File: src/rtl/ps2_keymap_pkg.sv
// Scan codes, bit positions and the (ext, code) -> key-bit lookup for the
// four-player tank game held-key vector, plus the frame receiver's state codes.
package ps2_keymap_pkg;

  localparam logic [7:0] PREFIX_EXT = 8'hE0;
  localparam logic [7:0] PREFIX_BRK = 8'hF0;

  localparam logic [1:0] RX_IDLE   = 2'd0;
  localparam logic [1:0] RX_DATA   = 2'd1;
  localparam logic [1:0] RX_PARITY = 2'd2;
  localparam logic [1:0] RX_STOP   = 2'd3;

  localparam logic [7:0] SC_P1_UP    = 8'h1D;
  localparam logic [7:0] SC_P1_DOWN  = 8'h1B;
  localparam logic [7:0] SC_P1_LEFT  = 8'h1C;
  localparam logic [7:0] SC_P1_RIGHT = 8'h23;
  localparam logic [7:0] SC_P1_FIRE  = 8'h2B;
  localparam logic [7:0] SC_P2_UP    = 8'h75;
  localparam logic [7:0] SC_P2_DOWN  = 8'h72;
  localparam logic [7:0] SC_P2_LEFT  = 8'h6B;
  localparam logic [7:0] SC_P2_RIGHT = 8'h74;
  localparam logic [7:0] SC_P2_FIRE  = 8'h14;
  localparam logic [7:0] SC_P3_UP    = 8'h43;
  localparam logic [7:0] SC_P3_DOWN  = 8'h42;
  localparam logic [7:0] SC_P3_LEFT  = 8'h3B;
  localparam logic [7:0] SC_P3_RIGHT = 8'h4B;
  localparam logic [7:0] SC_P3_FIRE  = 8'h33;
  localparam logic [7:0] SC_P4_UP    = 8'h75;
  localparam logic [7:0] SC_P4_DOWN  = 8'h73;
  localparam logic [7:0] SC_P4_LEFT  = 8'h6B;
  localparam logic [7:0] SC_P4_RIGHT = 8'h74;
  localparam logic [7:0] SC_P4_FIRE  = 8'h70;

  localparam logic [4:0] IDX_P1_UP    = 5'd0;
  localparam logic [4:0] IDX_P1_DOWN  = 5'd1;
  localparam logic [4:0] IDX_P1_LEFT  = 5'd2;
  localparam logic [4:0] IDX_P1_RIGHT = 5'd3;
  localparam logic [4:0] IDX_P2_UP    = 5'd4;
  localparam logic [4:0] IDX_P2_DOWN  = 5'd5;
  localparam logic [4:0] IDX_P2_LEFT  = 5'd6;
  localparam logic [4:0] IDX_P2_RIGHT = 5'd7;
  localparam logic [4:0] IDX_P3_UP    = 5'd8;
  localparam logic [4:0] IDX_P3_DOWN  = 5'd9;
  localparam logic [4:0] IDX_P3_LEFT  = 5'd10;
  localparam logic [4:0] IDX_P3_RIGHT = 5'd11;
  localparam logic [4:0] IDX_P4_UP    = 5'd12;
  localparam logic [4:0] IDX_P4_DOWN  = 5'd13;
  localparam logic [4:0] IDX_P4_LEFT  = 5'd14;
  localparam logic [4:0] IDX_P4_RIGHT = 5'd15;
  localparam logic [4:0] IDX_P1_FIRE  = 5'd16;
  localparam logic [4:0] IDX_P2_FIRE  = 5'd17;
  localparam logic [4:0] IDX_P3_FIRE  = 5'd18;
  localparam logic [4:0] IDX_P4_FIRE  = 5'd19;

  typedef struct packed {
    logic       hit;
    logic [4:0] idx;
  } keyHit_t;

  // The ext flag separates P2's arrow keys from P4's keypad keys that share codes.
  function automatic keyHit_t lookupKey(input logic ext, input logic [7:0] code);
    keyHit_t r;
    r.hit = 1'b1;
    r.idx = 5'd0;
    case ({ext, code})
      {1'b0, SC_P1_UP}:    r.idx = IDX_P1_UP;
      {1'b0, SC_P1_DOWN}:  r.idx = IDX_P1_DOWN;
      {1'b0, SC_P1_LEFT}:  r.idx = IDX_P1_LEFT;
      {1'b0, SC_P1_RIGHT}: r.idx = IDX_P1_RIGHT;
      {1'b0, SC_P1_FIRE}:  r.idx = IDX_P1_FIRE;
      {1'b1, SC_P2_UP}:    r.idx = IDX_P2_UP;
      {1'b1, SC_P2_DOWN}:  r.idx = IDX_P2_DOWN;
      {1'b1, SC_P2_LEFT}:  r.idx = IDX_P2_LEFT;
      {1'b1, SC_P2_RIGHT}: r.idx = IDX_P2_RIGHT;
      {1'b1, SC_P2_FIRE}:  r.idx = IDX_P2_FIRE;
      {1'b0, SC_P3_UP}:    r.idx = IDX_P3_UP;
      {1'b0, SC_P3_DOWN}:  r.idx = IDX_P3_DOWN;
      {1'b0, SC_P3_LEFT}:  r.idx = IDX_P3_LEFT;
      {1'b0, SC_P3_RIGHT}: r.idx = IDX_P3_RIGHT;
      {1'b0, SC_P3_FIRE}:  r.idx = IDX_P3_FIRE;
      {1'b0, SC_P4_UP}:    r.idx = IDX_P4_UP;
      {1'b0, SC_P4_DOWN}:  r.idx = IDX_P4_DOWN;
      {1'b0, SC_P4_LEFT}:  r.idx = IDX_P4_LEFT;
      {1'b0, SC_P4_RIGHT}: r.idx = IDX_P4_RIGHT;
      {1'b0, SC_P4_FIRE}:  r.idx = IDX_P4_FIRE;
      default:             r.hit = 1'b0;
    endcase
    return r;
  endfunction

endpackage

File: src/rtl/ps2_rx_frame.sv
// PS/2 device-to-host frame receiver: synchroniser, falling-edge strobe,
// 11-bit frame FSM with odd-parity check and mid-frame timeout.
module ps2_rx_frame
  import ps2_keymap_pkg::*;
#(
  parameter int TIMEOUT_CYCLES = 50000,
  parameter int SYNC_STAGES    = 2
) (
  input  logic       clk,
  input  logic       resetn,
  input  logic       i_ps2_clk,
  input  logic       i_ps2_dat,
  output logic [7:0] o_byte,
  output logic       o_byte_valid,
  output logic       o_err
);

  localparam int TW = $clog2(TIMEOUT_CYCLES + 1);
  localparam logic [TW-1:0] TIMEOUT_LAST = TW'(TIMEOUT_CYCLES - 1);

  logic [SYNC_STAGES-1:0] r_clkSync;
  logic [SYNC_STAGES-1:0] r_datSync;
  logic                   r_clkPrev;
  logic [1:0]             r_state;
  logic [2:0]             r_bitCnt;
  logic [7:0]             r_shift;
  logic                   r_ones;
  logic                   r_parityOk;
  logic [TW-1:0]          r_timer;

  logic w_strobe, w_dat, w_timeout, w_badStart, w_stopDone, w_frameOk;

  // Preset to idle-high so releasing reset never looks like a falling edge.
  always_ff @(posedge clk or negedge resetn) begin
    if (!resetn) begin
      r_clkSync <= '1;
      r_datSync <= '1;
      r_clkPrev <= 1'b1;
    end else begin
      r_clkSync <= {r_clkSync[SYNC_STAGES-2:0], i_ps2_clk};
      r_datSync <= {r_datSync[SYNC_STAGES-2:0], i_ps2_dat};
      r_clkPrev <= r_clkSync[SYNC_STAGES-1];
    end
  end

  always_comb begin
    w_strobe   = r_clkPrev & ~r_clkSync[SYNC_STAGES-1];
    w_dat      = r_datSync[SYNC_STAGES-1];
    w_timeout  = (r_state != RX_IDLE) && !w_strobe && (r_timer == TIMEOUT_LAST);
    w_badStart = w_strobe && (r_state == RX_IDLE) && w_dat;
    w_stopDone = w_strobe && (r_state == RX_STOP);
    w_frameOk  = w_stopDone && w_dat && r_parityOk;
  end

  assign o_byte       = r_shift;
  assign o_byte_valid = w_frameOk;
  assign o_err        = w_timeout | w_badStart | (w_stopDone & ~w_frameOk);

  always_ff @(posedge clk or negedge resetn) begin
    if (!resetn) begin
      r_state    <= RX_IDLE;
      r_bitCnt   <= 3'd0;
      r_shift    <= 8'h00;
      r_ones     <= 1'b0;
      r_parityOk <= 1'b0;
      r_timer    <= '0;
    end else if (w_timeout) begin
      r_state <= RX_IDLE;
      r_timer <= '0;
    end else begin
      if (r_state == RX_IDLE || w_strobe) r_timer <= '0;
      else                                r_timer <= r_timer + 1'b1;
      if (w_strobe) begin
        case (r_state)
          RX_IDLE: begin
            if (!w_dat) begin
              r_state  <= RX_DATA;
              r_bitCnt <= 3'd0;
              r_ones   <= 1'b0;
            end
          end
          RX_DATA: begin
            r_shift  <= {w_dat, r_shift[7:1]};
            r_ones   <= r_ones ^ w_dat;
            r_bitCnt <= r_bitCnt + 3'd1;
            if (r_bitCnt == 3'd7) r_state <= RX_PARITY;
          end
          RX_PARITY: begin
            r_parityOk <= r_ones ^ w_dat;
            r_state    <= RX_STOP;
          end
          default: r_state <= RX_IDLE;
        endcase
      end
    end
  end

endmodule

File: src/rtl/ps2_key_tracker.sv
// PS/2 keyboard front end for the tank game: turns received bytes, with
// E0/F0 prefix tracking, into a 20-bit held-key vector.
module ps2_key_tracker
  import ps2_keymap_pkg::*;
#(
  parameter int TIMEOUT_CYCLES = 50000,
  parameter int SYNC_STAGES    = 2
) (
  input  logic        clk,
  input  logic        resetn,
  input  logic        ps2_clk,
  input  logic        ps2_dat,
  output logic [19:0] keys,
  output logic [7:0]  code,
  output logic        code_valid,
  output logic        frame_err
);

  logic [7:0] w_byte;
  logic       w_byteValid;
  logic       w_err;
  keyHit_t    w_hit;

  logic [19:0] r_keys;
  logic [7:0]  r_code;
  logic        r_codeValid;
  logic        r_frameErr;
  logic        r_ext;
  logic        r_brk;

  ps2_rx_frame #(
    .TIMEOUT_CYCLES(TIMEOUT_CYCLES),
    .SYNC_STAGES   (SYNC_STAGES)
  ) u_rx (
    .clk         (clk),
    .resetn      (resetn),
    .i_ps2_clk   (ps2_clk),
    .i_ps2_dat   (ps2_dat),
    .o_byte      (w_byte),
    .o_byte_valid(w_byteValid),
    .o_err       (w_err)
  );

  assign w_hit = lookupKey(r_ext, w_byte);

  // Prefix flags survive across bytes until a non-prefix byte or an error consumes them.
  always_ff @(posedge clk or negedge resetn) begin
    if (!resetn) begin
      r_keys      <= 20'h0;
      r_code      <= 8'h00;
      r_codeValid <= 1'b0;
      r_frameErr  <= 1'b0;
      r_ext       <= 1'b0;
      r_brk       <= 1'b0;
    end else begin
      r_codeValid <= 1'b0;
      r_frameErr  <= 1'b0;
      if (w_err) begin
        r_frameErr <= 1'b1;
        r_ext      <= 1'b0;
        r_brk      <= 1'b0;
      end else if (w_byteValid) begin
        r_code      <= w_byte;
        r_codeValid <= 1'b1;
        if (w_byte == PREFIX_EXT) begin
          r_ext <= 1'b1;
        end else if (w_byte == PREFIX_BRK) begin
          r_brk <= 1'b1;
        end else begin
          if (w_hit.hit) r_keys[w_hit.idx] <= ~r_brk;
          r_ext <= 1'b0;
          r_brk <= 1'b0;
        end
      end
    end
  end

  assign keys       = r_keys;
  assign code       = r_code;
  assign code_valid = r_codeValid;
  assign frame_err  = r_frameErr;

endmodule

File: config.mk
export PLATFORM = sky130hd
export DESIGN_NAME = ps2_key_tracker
export DESIGN_NICKNAME = d
export VERILOG_FILES = /design/src/rtl/ps2_keymap_pkg.sv /design/src/rtl/ps2_rx_frame.sv /design/src/rtl/ps2_key_tracker.sv
export SDC_FILE = /design/constraint.sdc
export NUM_CORES = 1
export LEC_CHECK = 0
export ABC_CLOCK_PERIOD_IN_PS = 2440
export BUFFER_PORTS_ARGS = -buffer_cell sky130_fd_sc_hd__buf_2
export CORE_MARGIN = 2
export CORE_UTILIZATION = 30
export DETAILED_ROUTE_END_ITERATION = 8
export GPL_TIMING_DRIVEN = 0
export HOLD_SLACK_MARGIN = 0.06
export SYNTH_ARGS = -nofsm -noshare
export SYNTH_HDL_FRONTEND = slang
export SYNTH_HIERARCHICAL = 1
export SYNTH_SLANG_ARGS = --single-unit
export TNS_END_PERCENT = 5
File: constraint.sdc
create_clock -name clk -period 2.44 [get_ports clk]
set_clock_uncertainty 0.2 [all_clocks]
set_input_delay 0.488 -clock clk [delete_from_list [all_inputs] [get_ports clk]]
set_output_delay 0.488 -clock clk [all_outputs]
set_load 0.02 [all_outputs]
; ---- After elaboration in Yosys (flattened, before gate mapping)
; Cells that the tools add are included.
[word_totals]
in_bits = 4
out_inout_bits = 30
ff_bits = 68
[op_classes]
bitwise = 12
n_reduce_logical = 24
n_mux = 27
add_sub_neg = 2
n_lt_le_gt_ge = 2
n_eq_ne = 32
[op_table]
columns = cell, count
row1 = case mux 5 bit (19 select lines), 1
row2 = equality test 9 x 7 -> 1 bit (second input constant), 8
row3 = equality test 9 bit (second input constant), 5
row4 = equality test 9 x 6 -> 1 bit (second input constant), 4
row5 = 2-to-1 mux 16 bit, 2
row6 = equality test 9 x 5 -> 1 bit (second input constant), 3
row7 = bitwise mux 20 bit, 1
row8 = OR reduction 20 bit, 1
row9 = adder 16 x 1 -> 16 bit (second input constant), 1
row10 = equality test 16 bit (second input constant), 1
row11 = equality test 8 bit (second input constant), 2
row12 = 2-to-1 mux 1 bit, 14
row13 = AND reduction 3 bit, 3
row14 = logical AND 1 bit, 8
row15 = 2-to-1 mux 2 bit, 4
row16 = nonzero test 2 bit, 4
row17 = inverter 1 bit, 7
row18 = < comparator 5 x 6 -> 1 bit (second input constant), 1
row19 = case mux 2 bit (3 select lines), 1
row20 = case mux 3 bit (2 select lines), 1
row21 = AND reduction 2 bit, 3
row22 = demux 1 bit (select 5 bit), 1
row23 = >= comparator 5 x 1 -> 1 bit (second input constant), 1
row24 = AND reduction 5 bit, 1
row25 = 18 further kinds, 21

; ---- Longest topological paths before layout
[logic_depth]
ltp_word = 10
ltp_mapped = 12
mapped_depth_nobuf = 11

; ---- Modules after synthesis
; The synthesis kept the hierarchy.
[modules_own_cells]
columns = module, instances, area_each_um2, cells_per_inst
row1 = ps2_key_tracker, 1, 1948.1, 194
row2 = ps2_rx_frame, 1, 1754.2, 165

; ---- Worst setup path after synthesis
; Ideal clock, no wire load.
[synth_timing]
path_type = register to register
start = register u_rx.r_state[0]
end = register r_keys[0], in the netlist keys[0]
stages_incl_launch_ff = 13
t_arrival_ns = 2.323
synth_period_minus_slack_ns = 2.660
setup_time_ns = 0.137
setup_slack_ns = -0.220
path_buffers = 1
path_cell_list = dfrtp_1 inv_1 ha_1 clkbuf_1 and2_1 a21oi_1 o21ai_0 nand2b_1 a41oi_2 o211ai_1 a211oi_2 nand4b_1 mux2i_1
[synth_via]
elab_chain_cells = 9
[synth_rtl]
columns = item, line
row1 = start: declaration, ps2_rx_frame.sv:24  ; logic [1:0] r_state;
row2 = start signal: assignment, ps2_rx_frame.sv:61  ; r_state <= RX_IDLE;
row3 = start signal: assignment, ps2_rx_frame.sv:68  ; r_state <= RX_IDLE;
row4 = start signal: assignment, ps2_rx_frame.sv:77  ; r_state <= RX_DATA;
row5 = equality test 2 bit, ps2_rx_frame.sv:51  ; w_stopDone = w_strobe && (r_state == RX_STOP);
row6 = logical AND 1 bit, ps2_rx_frame.sv:51
row7 = logical AND 1 bit (2 in series), ps2_rx_frame.sv:52  ; w_frameOk = w_stopDone && w_dat && r_parityOk;
row8 = inverter 1 bit, ps2_rx_frame.sv:57  ; assign o_err = w_timeout | w_badStart | (w_stopDone & ~w_frameOk);
row9 = bitwise AND 1 bit, ps2_rx_frame.sv:57
row10 = bitwise OR 1 bit (*), ps2_rx_frame.sv:57
row11 = named net w_err, ps2_key_tracker.sv:21  ; logic w_err;
row12 = inverter 1 bit (no source line) (*), --
row13 = AND reduction 5 bit (no source line) (*), --
row14 = end signal: indexed assignment, ps2_key_tracker.sv:70  ; if (w_hit.hit) r_keys[w_hit.idx] <= ~r_brk;
row15 = end: declaration, ps2_key_tracker.sv:24  ; logic [19:0] r_keys;
; Mark *: on every way through the listed nets, which the timed path passes. The rest lies on a longest branch.
; A chain may end at the register's enable or synchronous reset.

; ---- Final worst setup path
[layout_timing]
start = register u_rx.r_timer[4]
end = register r_keys[0], in the netlist keys[0]
[layout_via]
elab_chain_cells = 6
[layout_rtl]
columns = item, line
row1 = start: declaration, ps2_rx_frame.sv:29  ; logic [TW-1:0] r_timer;
row2 = start signal: assignment, ps2_rx_frame.sv:72  ; else r_timer <= r_timer + 1'b1;
row3 = equality test 16 bit, ps2_rx_frame.sv:49  ; w_timeout = (r_state != RX_IDLE) && !w_strobe && (r_timer == TIMEOUT_LAST);
row4 = logical AND 1 bit, ps2_rx_frame.sv:49
row5 = bitwise OR 1 bit (2 in series), ps2_rx_frame.sv:57
row6 = named net w_err, ps2_key_tracker.sv:21
row7 = inverter 1 bit (no source line), --
row8 = AND reduction 5 bit (no source line), --
; The timed path passes the listed nets, and every way through them passes these cells.

==> reports/qor.txt <==
initial antenna violation count = 0
outcome = finished with violations
flops & latches, synth = 68
Syn Area/Cell = 10.31 sq um
Final Hold Fails = 0
share of layout cells above drive strength 1 = 0.3442
area of the multi-input gates = 1934 sq um
initial drt markers = 134
Syn Std Cell Area = 3702 sq um
commonest non-fill, non-tap cells in the layout = dfrtp_1, buf_2, nor2_1
total routed wirelength = 8428 um
period utilization = 1.060
Cell Pwr Density = 801.8 nW/um^2
initial core utilization = 0.3082
row count = 40
clk sinks = 68
Worst Hold Class = input port to async pin
Critical Path Start Type = register
FF+latch area = 1713 sq um
GRT Total Usage = 0.1370
EDFF count, synth = 0
max-cap violations = 0
post-DR vias/cell = 5.222
Mapped Nets = 370
Remaining Overflow, GRT = 0
Slew Viols, Final = 0
Critical Path, Cell by Cell = or4b_4 > nor4_4 > nand2_1 > o21ai_2 > nand2b_4 > a41oi_4 > o211ai_1 > a211oi_2 > nand4b_1 > mux2i_1
n_diodes = 0
Worst Slack Setup Final = -145.8 ps
RSZ-0062 raised after global routing = yes
Max VDD drop = 0.0003859 V
Slowest-stage cell, CP = or4b_4
fill cell count = 1,173
DP Worst Slack = -430.9 ps
Num CTS Buffers = 9
PortBufs = 33
global-route wire length before repair = 14,500 um
latest clock arrival within the worst-skew pair = 330 ps
max-slew headroom at the worst pin = 0.4255
ANT nets after route = 0
Syn-to-layout area delta = 28.83%
CP max stage delay = 550 ps
Ys Warns = 6
drt wl/cell = 14.61 um
sequential area share after synthesis = 0.4613
Worst Tran Pin Value = 861.8 ps
critical path type = register to register
Final setup viols = 25
crit end category = register
Die ar. = 13,250 sq um
I/O Pins = 34
Hold WS = 64.44 ps
DR vias = 3,013
CP arrival = 2640 ps
ys flop type = dfrtp_1
H-tree depth = 3
die width = 115.1 um
Core Area = 12,010 sq um
failing checks = setup timing
Root Buffer = clkbuf_16
Post-Syn Instances = 359
gpl congestion = 0.9118
Die Ht = 115.1 um
min Tclk post-route = 2586 ps
Clock transition at path regs = 50 ps
number of global-route vias before repair = 3,078
DP HPWL = 5640 um
f_max = 386.7 MHz
Leakage = 2.155 nW
DRC Markers = 0
largest net degree at the start of global routing = 69
critical-path maximum fanout = 4
Final nets = 436
required time worst endpoint = 2490 ps
Distinct cells, synth = 63
CTS tree = built
DR pass1 iterations = 4
commonest non-fill, non-tap cell in the layout = dfrtp_1
Async SR Flop Fraction = 1.000
clock tree buffer depth = 2
[Yosys cell counts, types with 7 or more instances]
library cell,n,area (sq um)
nand2_1,19,71.32
nor2_1,29,108.9
o31ai_1,10,75.07
nor4_1,7,43.79
clkbuf_1,8,30.03
mux2_2,14,157.7
a21oi_1,8,40.04
nand3b_1,7,52.55
mux2i_1,13,130.1
buf_2,9,45.04
dfrtp_1,63,1577
nand3_1,13,65.06
o41ai_1,8,70.07
nand4_1,11,68.82
ha_1,7,87.58
o21ai_0,10,50.05
nor2b_1,7,43.79
xnor2_1,14,122.6
inv_1,23,86.33
[timing repair]
action                                  4_1_cts  5_1_grt
gates resized for setup                      22       30
endpoints found under the hold margin         2        0
hold buffers                                  2        0
endpoints found under the setup margin       28       30
buffers inserted                             16        7
pin swaps                                     6       10
[worst paths after layout]
| check | from | endpoint | slack [ps] | cells after the start |
|---|---|---|---|---|
| hold reg to reg | u_rx/r_datSync[0] | u_rx/r_datSync[1] | 150 | 0 |
| hold / removal | resetn | u_rx/r_timer[11] | 60 | 1 |
| max in group asynchronous | resetn | u_rx/o_byte[7] | 1360 | 1 |
| min in group clk | u_rx/r_datSync[0] | u_rx/r_datSync[1] | 150 | 0 |
| setup / recovery | u_rx/r_timer[4] | keys[0] | -150 | 10 |
| setup reg to reg | u_rx/r_timer[4] | keys[0] | -150 | 10 |
[area by class of cell]
class	instances	area share
Tap cell	147	0.03856
Sequential cell	68	0.3591
Inverter	23	0.01810
Clock buffer	9	0.04722
Clock inverter	7	0.01417
Multi-Input combinational cell	246	0.4056
Timing Repair Buffer	56	0.07712
Buffer	21	0.04014
[flip-flops by register name, summed over array words and instances (netlist names), 2 cells and up]
register	cells
u_rx/r_state	2
code	8
u_rx/r_datSync	2
keys	20
u_rx/r_clkSync	2
u_rx/r_bitCnt	3
u_rx/o_byte	8
u_rx/r_timer	16
[cell families (layout without fill, tap and decap cells)]
| logic type | after synthesis | in the layout | share of synthesized area |
|---|---|---|---|
| buf+inv | 45 | 116 | 0.06117 |
| xor+xnor | 17 | 17 | 0.04022 |
| flops | 68 | 68 | 0.4613 |
| mux | 27 | 27 | 0.07773 |
| compound gates | 58 | 58 | 0.1129 |
| simple gates | 137 | 137 | 0.2231 |
| fa+ha+maj | 7 | 7 | 0.02366 |
[worst max-delay path, delay by kind of cell (launching register included)]
kind               cells  cell delay, ps
AOI/OAI and AO/OA      4             400
DFF                    1             380
and+or+nand+nor        5            1340
muxes                  1             190
[stage by stage]
step                power (mW)  cells  setup TNS (ps)    util  instance area, sq um
floorplan                2.175    359          -35.64       -                  3752
global placement         2.397    539           -5924  0.3415                  4101
detailed placement       2.440    539           -6640  0.3417                  4104
CTS                      3.810    573           -3273  0.3857                  4633
global route             4.062    577           -5188  0.3971                  4770
finish                   3.824    577           -2024  0.3971                  4770
[layer usage]
layer	up-vias	part of all wire	global-route usage
li1	1436	-	-
met1	1497	0.48	0.1740
met2	69	0.48	0.2286
met3	11	0.036	0.03057
met4	0	0.0094	0.05141
met5	-	0	0
[where the power goes]
part           internal [mW]  total (mW)  switching, mW
logic                  0.509        1.10          0.593
clock network          0.784        1.27          0.489
registers               1.28        1.45          0.171
total                   2.57        3.82           1.25
No activity file was read; power rests on OpenSTA's default activity.
